--- config.mk ---
export PLATFORM = sky130hd
export DESIGN_NAME = itof_pipe_flat
export DESIGN_NICKNAME = d
export VERILOG_FILES = /design/src/rtl/itof_pipe_pkg.sv /design/src/rtl/itof_pipe_if.sv /design/src/rtl/itof_pipe_lzc.sv /design/src/rtl/itof_pipe.sv /design/src/flat_wrapper.sv
export SDC_FILE = /design/constraint.sdc
export NUM_CORES = 1
export LEC_CHECK = 0
export ABC_AREA = 1
export BUFFER_PORTS_ARGS = -buffer_cell sky130_fd_sc_hd__buf_4
export CAP_MARGIN = 25
export CORE_AREA = 3 3 106 149
export DETAILED_ROUTE_END_ITERATION = 16
export DIE_AREA = 0 0 109 152
export PLACE_DENSITY = 0.73
export SLEW_MARGIN = 20
export SYNTH_ARGS = -nofsm -noshare
export SYNTH_HDL_FRONTEND = slang
export SYNTH_HIERARCHICAL = 1
export SYNTH_SLANG_ARGS = --single-unit
--- constraint.sdc ---
create_clock -name clk -period 5.95 [get_ports clk]
set_input_delay 1.785 -clock clk [delete_from_list [all_inputs] [get_ports clk]]
set_output_delay 1.785 -clock clk [all_outputs]
set_load 0.02 [all_outputs]
--- src/rtl/itof_pipe_pkg.sv ---
// Shared types and helpers for the integer to binary32 conversion pipeline.
// Holds the rounding-mode encoding, binary32 field widths and round decision.
package itof_pkg;

    typedef enum logic [1:0] {
        RNE = 2'b00,
        RTZ = 2'b01,
        RDN = 2'b10,
        RUP = 2'b11
    } rm_e;

    localparam int EXP_W = 8;
    localparam int MAN_W = 23;
    localparam int SIG_W = MAN_W + 1;
    localparam int BIAS  = 127;

    // guard is the first dropped bit; sticky is the OR of all bits below it
    function automatic logic round_inc(
        input logic lsb,
        input logic guard,
        input logic sticky,
        input logic sign,
        input rm_e  rm
    );
        logic inc;
        inc = 1'b0;
        unique case (rm)
            RNE:     inc = guard & (sticky | lsb);
            RTZ:     inc = 1'b0;
            RDN:     inc = sign & (guard | sticky);
            RUP:     inc = ~sign & (guard | sticky);
            default: inc = 1'b0;
        endcase
        return inc;
    endfunction

endpackage

--- src/rtl/itof_pipe_if.sv ---
// Operand/result handshake bundle of the itof pipeline.
// master = producer/consumer side, slave = the converter.
interface itof_pipe_if #(
    parameter int IN_WIDTH = 32
) ();

    logic                in_valid;
    logic                in_ready;
    logic [IN_WIDTH-1:0] x;
    logic                is_unsigned;
    logic [1:0]          rm;
    logic                out_valid;
    logic                out_ready;
    logic [31:0]         y;
    logic                inexact;

    modport master (
        output in_valid,
        output x,
        output is_unsigned,
        output rm,
        output out_ready,
        input  in_ready,
        input  out_valid,
        input  y,
        input  inexact
    );

    modport slave (
        input  in_valid,
        input  x,
        input  is_unsigned,
        input  rm,
        input  out_ready,
        output in_ready,
        output out_valid,
        output y,
        output inexact
    );

endinterface

--- src/rtl/itof_pipe_lzc.sv ---
// Leading-zero counter: count of zeros above the highest set bit.
// An all-zero input reports W and raises o_zero.
module lzc #(
    parameter int W = 32
) (
    input  logic [W-1:0]           i_a,
    output logic [$clog2(W+1)-1:0] o_cnt,
    output logic                   o_zero
);

    localparam int CW = $clog2(W + 1);

    always_comb begin
        o_cnt = CW'(W);
        for (int i = 0; i < W; i++) begin
            if (i_a[i]) begin
                o_cnt = CW'(W - 1 - i);
            end
        end
    end

    assign o_zero = ~|i_a;

endmodule

--- src/rtl/itof_pipe.sv ---
// Elastic integer to IEEE-754 binary32 converter with 1..3 register stages.
// Stage split: sign/abs/lzc | normalise | round/pack into the output reg.
module itof_pipe
    import itof_pkg::*;
#(
    parameter int IN_WIDTH = 32,
    parameter int STAGES   = 2
) (
    input logic        clk,
    input logic        rst,
    itof_pipe_if.slave bus
);

    localparam int W     = IN_WIDTH;
    localparam int LZW   = $clog2(W + 1);
    localparam int EXT_W = W + 26;
    localparam int SUM_W = SIG_W + 1;

    typedef struct packed {
        logic           sign;
        logic           zero;
        logic [W-1:0]   mag;
        logic [LZW-1:0] lz;
        rm_e            rm;
    } s1_t;

    typedef struct packed {
        logic             sign;
        logic             zero;
        logic [EXP_W-1:0] exp;
        logic [SIG_W-1:0] sig;
        logic             guard;
        logic             sticky;
        rm_e              rm;
    } s2_t;

    logic w_rdy1;
    logic w_rdy2;
    logic w_rdyo;

    logic           w_neg;
    logic [W-1:0]   w_mag;
    logic [LZW-1:0] w_lz;
    logic           w_zero;
    s1_t            w_a;

    // Magnitude kept in W bits: -2^(W-1) maps to 2^(W-1) unsigned
    assign w_neg = ~bus.is_unsigned & bus.x[W-1];
    assign w_mag = w_neg ? ((~bus.x) + W'(1)) : bus.x;

    lzc #(
        .W(W)
    ) u_lzc (
        .i_a   (w_mag),
        .o_cnt (w_lz),
        .o_zero(w_zero)
    );

    always_comb begin
        w_a.sign = w_neg;
        w_a.zero = w_zero;
        w_a.mag  = w_mag;
        w_a.lz   = w_lz;
        w_a.rm   = rm_e'(bus.rm);
    end

    s1_t  w_b_in;
    logic w_b_v;

    generate
        if (STAGES >= 2) begin : g_s1
            logic r_v1;
            s1_t  r_p1;

            always_ff @(posedge clk) begin
                if (rst) begin
                    r_v1 <= 1'b0;
                end else if (w_rdy1) begin
                    r_v1 <= bus.in_valid;
                end
            end

            always_ff @(posedge clk) begin
                if (w_rdy1 && bus.in_valid) begin
                    r_p1 <= w_a;
                end
            end

            assign w_b_in = r_p1;
            assign w_b_v  = r_v1;
            assign w_rdy1 = ~r_v1 | w_rdy2;
        end else begin : g_s1_byp
            assign w_b_in = w_a;
            assign w_b_v  = bus.in_valid;
            assign w_rdy1 = w_rdy2;
        end
    endgenerate

    logic [W-1:0]     w_norm;
    logic [EXT_W-1:0] w_ext;
    s2_t              w_b;

    // Leading one lands at the top of w_ext; 26 pad bits feed guard/sticky
    always_comb begin
        w_norm     = w_b_in.mag << w_b_in.lz;
        w_ext      = {w_norm, 26'd0};
        w_b.sign   = w_b_in.sign;
        w_b.zero   = w_b_in.zero;
        w_b.exp    = EXP_W'(BIAS + W - 1) - EXP_W'(w_b_in.lz);
        w_b.sig    = w_ext[EXT_W-1 -: SIG_W];
        w_b.guard  = w_ext[W+1];
        w_b.sticky = |w_ext[W:0];
        w_b.rm     = w_b_in.rm;
    end

    s2_t  w_c_in;
    logic w_c_v;

    generate
        if (STAGES >= 3) begin : g_s2
            logic r_v2;
            s2_t  r_p2;

            always_ff @(posedge clk) begin
                if (rst) begin
                    r_v2 <= 1'b0;
                end else if (w_rdy2) begin
                    r_v2 <= w_b_v;
                end
            end

            always_ff @(posedge clk) begin
                if (w_rdy2 && w_b_v) begin
                    r_p2 <= w_b;
                end
            end

            assign w_c_in = r_p2;
            assign w_c_v  = r_v2;
            assign w_rdy2 = ~r_v2 | w_rdyo;
        end else begin : g_s2_byp
            assign w_c_in = w_b;
            assign w_c_v  = w_b_v;
            assign w_rdy2 = w_rdyo;
        end
    endgenerate

    logic             w_inc;
    logic [SUM_W-1:0] w_sum;
    logic [EXP_W-1:0] w_exp;
    logic [MAN_W-1:0] w_man;
    logic [31:0]      w_y;
    logic             w_inx;

    // A carry out of the significand bumps the exponent
    always_comb begin
        w_inc = round_inc(w_c_in.sig[0], w_c_in.guard,
                          w_c_in.sticky, w_c_in.sign,
                          w_c_in.rm);
        w_sum = {1'b0, w_c_in.sig} + SUM_W'(w_inc);
        w_exp = w_c_in.exp + EXP_W'(w_sum[SIG_W]);
        w_man = w_sum[SIG_W] ? w_sum[SIG_W-1:1]
                             : w_sum[MAN_W-1:0];
        w_inx = w_c_in.guard | w_c_in.sticky;
        w_y   = w_c_in.zero ? 32'd0
                            : {w_c_in.sign, w_exp, w_man};
    end

    logic        r_vo;
    logic [31:0] r_y;
    logic        r_inx;

    assign w_rdyo = ~r_vo | bus.out_ready;

    always_ff @(posedge clk) begin
        if (rst) begin
            r_vo  <= 1'b0;
            r_y   <= 32'd0;
            r_inx <= 1'b0;
        end else if (w_rdyo) begin
            r_vo <= w_c_v;
            if (w_c_v) begin
                r_y   <= w_y;
                r_inx <= w_inx;
            end
        end
    end

    assign bus.in_ready  = w_rdy1 & ~rst;
    assign bus.out_valid = r_vo;
    assign bus.y         = r_y;
    assign bus.inexact   = r_inx;

endmodule
--- src/flat_wrapper.sv ---
// flat-port wrapper written by rule: the top's interface ports become plain ports
module itof_pipe_flat import itof_pkg::*;
#(
    parameter int IN_WIDTH = 32,
    parameter int STAGES   = 2
)
  (clk, rst, bus_in_valid, bus_x, bus_is_unsigned, bus_rm, bus_out_ready, bus_in_ready, bus_out_valid, bus_y, bus_inexact);
  itof_pipe_if #(.IN_WIDTH(IN_WIDTH)) bus_i ();
  input logic clk;
  input logic rst;
  input wire logic [$bits(bus_i.in_valid)-1:0] bus_in_valid;
  input wire logic [$bits(bus_i.x)-1:0] bus_x;
  input wire logic [$bits(bus_i.is_unsigned)-1:0] bus_is_unsigned;
  input wire logic [$bits(bus_i.rm)-1:0] bus_rm;
  input wire logic [$bits(bus_i.out_ready)-1:0] bus_out_ready;
  output wire logic [$bits(bus_i.in_ready)-1:0] bus_in_ready;
  output wire logic [$bits(bus_i.out_valid)-1:0] bus_out_valid;
  output wire logic [$bits(bus_i.y)-1:0] bus_y;
  output wire logic [$bits(bus_i.inexact)-1:0] bus_inexact;
  assign bus_i.in_valid = bus_in_valid;
  assign bus_i.x = bus_x;
  assign bus_i.is_unsigned = bus_is_unsigned;
  assign bus_i.rm = bus_rm;
  assign bus_i.out_ready = bus_out_ready;
  assign bus_in_ready = bus_i.in_ready;
  assign bus_out_valid = bus_i.out_valid;
  assign bus_y = bus_i.y;
  assign bus_inexact = bus_i.inexact;
  itof_pipe #(.IN_WIDTH(IN_WIDTH), .STAGES(STAGES)) u_core (.clk(clk), .rst(rst), .bus(bus_i));
endmodule
==> impl_metrics.py <==
metrics = {
    "placed_design": {
        "gp_congestion": 0.963,
        "dp_hpwl_mm": 13.5,
        "postPlaceCellArea_um2": 7160,
        "dp.cells": 1179,
        "portBuffers": 73,
    },
    "drt": {
        "routed_via_density": 5.36,
        "dr.pass1.iters": 5,
        "drtIter0Drc": 580,
        "vias": 6403,
        "wl_mm": 16.9,
        "wl_per_cell_um": 14.1,
        "detail-route-antenna-nets": 0,
        "drt_drc_violations_left": 0,
    },
    "power_and_ir_drop": {
        "total_power_mw": 1.65,
        "leakagePower_nw": 3.40,
        "ir_drop_mv": 0.132,
        "powerDensity_nw_per_um2": 223,
    },
    "global_routing": {
        "overflow": 0,
        "grt_max_degree": 43,
        "first_global_vias": 5964,
        "antenna_found_initial": 0,
        "grtUsageTotal_pct": 20.8,
        "grt_pass1_wl_mm": 27.9,
    },
    "worst_setup_path": {
        "end_kind": "flip-flop",
        "slowest_stage": "edfxtp_1",
        "r2r-start": "u_core/g_s1.r_p1[3]",
        "arrival_ps": 4840,
        "worst_path_largest_cell_delay_ps": 540,
        "cpMostUsedCell": "nand2_1",
        "reg2regPathDepth": 27,
        "path_max_fanout": 30,
        "critPathLaunchType": "flip-flop",
        "rr_endpoint": "u_core/bus.y[28]",
        "r2r_slack_ps": 1370,
        "cp.required_ps": 6210,
        "crit_type": "flip-flop to flip-flop",
    },
    "sta": {
        "rsz0062_at_grt": "false",
        "slew_headroom_pct": 56.9,
        "setup_viol": 0,
        "setup_tns_ps": 0,
        "finalHoldViolCount": 0,
        "tightest_slew_ps": 646,
        "finalCriticalPeriod_ps": 4580,
        "slew_viol_final": 0,
        "fmax_ghz": 0.218,
        "final.setup_skew_ps": 8.69,
        "post-route-period-util_pct": 77.0,
    },
    "final_layout": {
        "area_growth_syn_to_layout_pct": 13.7,
        "final_cell_mix": "233 x nand2_1, 193 x nand3_1, 85 x buf_4",
        "antenna_cells": 0,
        "layout_commonest_cell": "nand2_1",
        "layout.cells.non_filler": 1195,
        "drive_above_1_share_pct": 20.5,
        "design_area_um2": 7430,
        "fin_nets": 1045,
    },
    "clock_tree": {
        "root_buffer": "clkbuf_16",
        "numCtsBuffers": 9,
        "cts-hold-fix-buffers": 0,
        "post-cts-setup-buffer-count": 0,
        "worstSkewPairLatency_ps": 340,
        "htreeDepth": 3,
        "clkTransAtPathRegs_ps": 60,
        "ctsResizeCount": 0,
        "clock_sinks": 77,
        "clockBufferDepth": 2,
        "tritoncts": "built",
    },
    "synthesis": {
        "synthFlopType": "edfxtp_1",
        "synth_seq_cells": 77,
        "postSynthCellCount": 944,
        "synth_nets": 988,
        "synth_edf_count": 42,
        "synth_cell_types": 50,
        "seq_area_frac_synth_pct": 30.0,
        "ys_async_sr_fraction_pct": 0,
        "synth_area_um2": 6540,
        "ys_warn_count": 6,
        "syn_avg_cell_area_um2": 6.93,
    },
    "flow_run": {
        "drv_cap": 0,
    },
    "floorplan": {
        "die_w_um": 109,
        "die_y_um": 152,
        "initial_utilization_pct": 45.1,
        "die-area_um2": 16600,
        "rows": 52,
        "core_region_area_um2": 14500,
        "ios": 74,
    },
    "outcome": {
        "status": "finished clean",
    },
    "hold_path": {
        "hold_end": "u_core/bus.y[13]",
        "worstHoldStart": "u_core/bus.y[13]",
        "hp-class": "flip-flop to flip-flop",
        "holdPathStages": 2,
    },
}
power breakdown:
group	switching, mW	internal (mW)	leakage (nW)
logic	0.340	0.178	2.57
clock network	0.225	0.287	0.137
registers	0.0244	0.600	0.697
how the worst max path moves through the flow:
stage               slack, ps             endpoint           startpoint  depth (start not counted)
floorplan                1690  u_core/g_s1.r_p1[2]            bus_x[31]                         35
global placement         1020  u_core/g_s1.r_p1[3]             bus_x[0]                         19
detailed placement       1020  u_core/g_s1.r_p1[7]             bus_x[0]                         18
CTS                      1350  u_core/g_s1.r_p1[7]             bus_x[0]                         18
global route              980  u_core/g_s1.r_p1[7]             bus_x[0]                         18
finish                   1370     u_core/bus.y[28]  u_core/g_s1.r_p1[3]                         27
cell families after synthesis:
group,synth area share [%]
buffers and inverters,9.44
adders and majority gates,0.957
AOI/OAI and AO/OA,6.47
and+or+nand+nor,47.4
xor gates and xnor gates,5.76
DFF,30.0
critical path: cells and delay by family, from the launching register on:
| family | cells | cell delay, ps |
|---|---|---|
| compound gates | 6 | 920 |
| simple gates | 15 | 1800 |
| flops | 1 | 540 |
| fa+ha+maj | 3 | 570 |
| buf+inv | 3 | 640 |
per-stage QoR:
stage | utilization, % | setup slack [ps] | hold slack, ps
CTS | 51.2 | 1350 | 465
global route | 51.2 | 980 | 482
finish | 51.2 | 1370 | 465
global placement | 49.4 | 1020 | 454
detailed placement | 49.4 | 1020 | 456
floorplan | - | 1690 | 500
registers in the layout, summed over array words and instances (netlist names):
signal / count
u_core/g_s1.r_p1: 42
u_core/bus.y: 32
u_core/bus.inexact: 1
u_core/bus.out_valid: 1
u_core/g_s1.r_v1: 1
layout make-up:
| class | count | area (um2) |
|---|---|---|
| fillers | 1458 | 7080 |
| multi-input cells | 738 | 3960 |
| flip-flops and latches | 77 | 1960 |
| repair buffers | 85 | 638 |
| inverters | 90 | 365 |
| well taps | 189 | 236 |
| clock buffers | 11 | 234 |
| clock inverters | 5 | 36.3 |
synth_stat cells, drive strengths merged, types with 3 or more instances:
cell,number,share of area (%)
a21oi,37,2.9
buf,27,3.2
clkbuf,12,0.69
dfxtp,35,11
edfxtp,42,19
ha,5,0.96
inv,87,5.0
nand2,267,17
nand3,226,20
nand4,10,1.2
nor2,92,6.9
nor3,9,0.69
nor4,6,0.57
o21ai,19,1.6
o21bai,3,0.34
or2,4,0.38
xnor2,20,2.7
xor2,23,3.1
metal layers:
layer / global-route usage (%) / routed length, um
met1: 23.8 / 6630
met2: 37.1 / 8850
met3: 2.89 / 708
met4: 9.93 / 701
met5: 0 / 0
Note: power is estimated with default switching activity, not from simulation.
